File: src/rtl/shift_deser.sv
// Serial-in/parallel-out receiver: assembles WIDTH serial bits into a word, MSB- or LSB-first,
// framed by a start pulse, and presents it with a one-cycle valid strobe.
module shift_deser #(
    parameter int unsigned WIDTH = 3,
    parameter int unsigned CNT_W = 2
) (
    input  logic             i_clk,
    input  logic             i_clr,
    input  logic             i_start,
    input  logic             i_msb_first,
    input  logic             i_sin,
    input  logic             i_sin_valid,
    output logic [WIDTH-1:0] o_out,
    output logic             o_out_valid,
    output logic             o_busy,
    output logic             o_overrun
);

    typedef enum logic {StIdle, StRecv} state_t;

    state_t             r_state, w_state_d;
    logic [WIDTH-1:0]   r_sreg, w_sreg_d;
    logic [CNT_W-1:0]   r_cnt, w_cnt_d;
    logic               r_dir, w_dir_d;
    logic [WIDTH-1:0]   r_out, w_out_d;
    logic               r_out_valid, w_out_valid_d;
    logic               r_overrun, w_overrun_d;
    logic [WIDTH-1:0]   w_shifted;

    // Direction is latched at start so mid-word msb_first changes cannot reorder a word.
    assign w_shifted = r_dir ? {r_sreg[WIDTH-2:0], i_sin} : {i_sin, r_sreg[WIDTH-1:1]};

    always_ff @(posedge i_clk or posedge i_clr) begin
        if (i_clr) begin
            r_state     <= StIdle;
            r_sreg      <= '0;
            r_cnt       <= '0;
            r_dir       <= 1'b0;
            r_out       <= '0;
            r_out_valid <= 1'b0;
            r_overrun   <= 1'b0;
        end else begin
            r_state     <= w_state_d;
            r_sreg      <= w_sreg_d;
            r_cnt       <= w_cnt_d;
            r_dir       <= w_dir_d;
            r_out       <= w_out_d;
            r_out_valid <= w_out_valid_d;
            r_overrun   <= w_overrun_d;
        end
    end

    always_comb begin
        w_state_d     = r_state;
        w_sreg_d      = r_sreg;
        w_cnt_d       = r_cnt;
        w_dir_d       = r_dir;
        w_out_d       = r_out;
        w_out_valid_d = 1'b0;
        w_overrun_d   = r_overrun;
        unique case (r_state)
            StIdle: begin
                // A sin_valid coincident with start is framing, not data, and is not an overrun.
                if (i_start) begin
                    w_state_d   = StRecv;
                    w_dir_d     = i_msb_first;
                    w_sreg_d    = '0;
                    w_cnt_d     = '0;
                    w_overrun_d = 1'b0;
                end else if (i_sin_valid) begin
                    w_overrun_d = 1'b1;
                end
            end
            StRecv: begin
                if (i_sin_valid) begin
                    if (r_cnt == CNT_W'(WIDTH - 1)) begin
                        w_out_d       = w_shifted;
                        w_out_valid_d = 1'b1;
                        w_state_d     = StIdle;
                        w_cnt_d       = '0;
                        w_sreg_d      = '0;
                    end else begin
                        w_sreg_d = w_shifted;
                        w_cnt_d  = r_cnt + CNT_W'(1);
                    end
                end
            end
            default: w_state_d = StIdle;
        endcase
    end

    assign o_out       = r_out;
    assign o_out_valid = r_out_valid;
    assign o_busy      = (r_state == StRecv);
    assign o_overrun   = r_overrun;

endmodule
File: config.mk
export PLATFORM = sky130hd
export DESIGN_NAME = shift_deser
export DESIGN_NICKNAME = d
export VERILOG_FILES = /design/src/rtl/shift_deser.sv
export SDC_FILE = /design/constraint.sdc
export NUM_CORES = 1
export LEC_CHECK = 0
export BUFFER_PORTS_ARGS = -buffer_cell sky130_fd_sc_hd__buf_2
export CORE_AREA = 2 2 39 41
export CTS_CLUSTER_SIZE = 40
export DETAILED_ROUTE_END_ITERATION = 8
export DIE_AREA = 0 0 41 43
export PLACE_DENSITY_LB_ADDON = 0.25
export SETUP_SLACK_MARGIN = 0.15
export SLEW_MARGIN = 10
export SYNTH_ARGS = -nofsm -noshare
export SYNTH_HDL_FRONTEND = slang
export SYNTH_SLANG_ARGS = --single-unit
File: constraint.sdc
create_clock -name i_clk -period 1 [get_ports i_clk]
set_input_delay 0.1 -clock i_clk [delete_from_list [all_inputs] [get_ports i_clk]]
set_output_delay 0.1 -clock i_clk [all_outputs]
set_load 0.005 [all_outputs]
==> flow_metrics.env <==
export IMPL_finalHoldViolCount=0
export IMPL_clockBufferDepth=2
export IMPL_hp_start="i_msb_first"
export IMPL_core_area_sq_mm=0.001384
export IMPL_clkPwrFrac=0.195
export IMPL_fin_crit_ps=1078
export IMPL_fin_cells=78
export IMPL_diodes=0
export IMPL_seqPwrFrac=0.422
export IMPL_drt_drc_violations_left=0
export IMPL_track_usage=0.1565
export IMPL_synth_top_cell_area_share=0.5742
export IMPL_syn_nets=51
export IMPL_p_per_area_mw_per_mm2=2845
export IMPL_ant_nets=0
export IMPL_worstPathMaxFanout=7
export IMPL_dr_pass1_iters=4
export IMPL_synth_area_sq_um=523.0
export IMPL_vias=374
export IMPL_grt_max_degree=13
export IMPL_layout_drive_gt1_share=0.4677
export IMPL_layout_nets=69
export IMPL_rr_worst_depth=2
export IMPL_dieArea_sq_mm=0.001763
export IMPL_dieHeight_um=43
export IMPL_violations="negative setup slack"
export IMPL_finalPower_w=0.002026
export IMPL_ys_ff_latch=12
export IMPL_setup_viol_count_final=10
export IMPL_wirelength_um=999
export IMPL_r2r_start="o_busy$_DFF_PP0_"
export IMPL_synth_area_per_cell_sq_um=11.62
export IMPL_yosys_warnings=0
export IMPL_cts_buffers=3
export IMPL_clk_pin_slew_worst_paths_ps=80
export IMPL_worst_pin_slew_ps=439.1
export IMPL_synth_distinct_cells=14
export IMPL_power_frac_comb=0.383
export IMPL_swShare=0.3302
export IMPL_setup_ws_ps=-77.53
export IMPL_slew_violations=0
export IMPL_critPathKind="reg2out"
export IMPL_worstHoldEndpoint="r_dir$_DFFE_PP0P_"
export IMPL_cp_start_kind="flop"
export IMPL_r2r_slack_ps=-70
export IMPL_ys_seq_area_frac=0.5742
export IMPL_fmax_mhz=928.0
export IMPL_hpwl_um=686.4
export IMPL_row_count=14
export IMPL_final_cell_mix="inv_1, buf_2, dfrtp_1"
export IMPL_ioPinCount=12
export IMPL_cp_arrival_ps=980
export IMPL_htree_num_levels=1
export IMPL_r2r_end="r_cnt[0]$_DFFE_PP0P_"
export IMPL_p_sw_w=0.0006689
export IMPL_clock_latency_ps=280
export IMPL_startpoint="o_busy$_DFF_PP0_"
export IMPL_antenna_found_initial=0
export IMPL_rsz0062_at_grt="true"
export IMPL_grt_pass1_vias=393
export IMPL_syn_instance_count=45
export IMPL_cts_tree="yes"
export IMPL_whs_path_depth=2
export IMPL_p_int_w=0.001357
export IMPL_clock_skew_final_ps=1.831
export IMPL_drtIter0Drc=8
export IMPL_dp_cells=72
export IMPL_syn_to_final_growth_pct=36.12
export IMPL_period_share=1.078
export IMPL_cap_violations=0
export IMPL_dpl_worst_slack_ps=-97.33
export IMPL_port_buffers=11
export IMPL_place_congestion=0.6994
export IMPL_min_delay_path_class="in2reg"
export IMPL_via_per_inst=4.795
export IMPL_relSlewSlack=0.7070
export IMPL_start_util=0.3779
export IMPL_synth_top_cell_by_area="dfrtp_1"
export IMPL_ir_drop_mv=1.260
export IMPL_yosys_top_cells_area="dfrtp_1, mux2i_1, inv_1"
export IMPL_overflow=0
export IMPL_status="finished with violations"
export IMPL_grt_pass1_wl_um=1752
export IMPL_cts_sinks=12
export IMPL_avgRoutedWirePerCell_um=12.81
export IMPL_power_leakage_nw=0.3449
export IMPL_root_buffer="clkbuf_4"
export IMPL_hold_slack_ps=53.06
export IMPL_dieWidth_um=41
export IMPL_required_ps=900
export IMPL_tns_ps=-370.5
export IMPL_end_kind="primary output"
[cell type report]
class,instances,area (sq um)
multi-input cells,22,225.2
repair buffers,14,90.09
fillers,130,671.9
flip-flops and latches,12,302.8
inverters,10,37.54
clock buffers,4,36.28
well taps,16,20.02
[kinds of logic after synthesis]
| family | after synthesis | synth area share |
|---|---|---|
| buf+inv | 11 | 0.08614 |
| compound gates | 5 | 0.07178 |
| simple gates | 8 | 0.09092 |
| flops | 12 | 0.5742 |
| mux | 9 | 0.1770 |
[flip-flops by register name, indices dropped and copies added (netlist names)]
signal and flops:
o_out 3, o_overrun 1, r_cnt 2, r_sreg 3, o_busy 1, r_dir 1
o_out_valid 1
[stage by stage]
step	instance area (sq um)	utilization
2_1_floorplan	554.3	-
3_3_place_gp	625.6	0.4521
3_5_place_dp	625.6	0.4521
4_1_cts	703.2	0.5081
5_1_grt	711.9	0.5145
6_report	711.9	0.5145
[Yosys cell counts]
library cell / instances
dfrtp_1: 12
inv_1: 10
mux2i_1: 7
o32ai_1: 3
mux2_2: 2
nor2_1: 2
nor2b_1: 2
a21oi_1: 1
and4b_1: 1
buf_4: 1
nand2_1: 1
nand2b_1: 1
nand3b_1: 1
o22ai_1: 1
[power groups by stage]
stage	clock, W	combinational [W]	sequential [W]
finish	0.000394	0.000777	0.000855
CTS	0.000403	0.000751	0.000834
floorplan	0	0.000446	0.000834
global route	0.000439	0.000865	0.000894
global placement	0	0.000643	0.000835
detailed placement	0	0.000650	0.000840
[critical path, cell delays in order, from the launching register on]
cell and delay, ps:
dfrtp_2 460, buf_6 140, buf_6 100
[per-layer routing]
| metal | track usage | vias to the layer above | wire (um) |
|---|---|---|---|
| met2 | 0.2188 | 13 | 434 |
| met4 | 0.1000 | 0 | 30 |
| met3 | 0.06283 | 4 | 55 |
| met1 | 0.1906 | 171 | 478 |
| li1 | - | 186 | - |
| met5 | 0 | - | 0 |
[worst max path at each step]
| stage | end | slack [ps] |
|---|---|---|
| finish | o_busy | -80 |
| global route | o_out[2]$_DFFE_PP0P_ | -140 |
| CTS | o_busy | -80 |
| detailed placement | o_out[2]$_DFFE_PP0P_ | -100 |
| global placement | r_dir$_DFFE_PP0P_ | -80 |
| floorplan | r_dir$_DFFE_PP0P_ | -40 |
[what timing repair did]
| action | in CTS | in global routing |
|---|---|---|
| gates cloned | 0 | 0 |
| buffers inserted | 1 | 0 |
| hold endpoints to repair | 12 | 0 |
| hold buffers | 1 | 0 |
| resized for setup | 6 | 3 |
| pin swaps | 0 | 2 |
| setup endpoints to repair | 17 | 18 |
(Power assumes the default switching activity.)
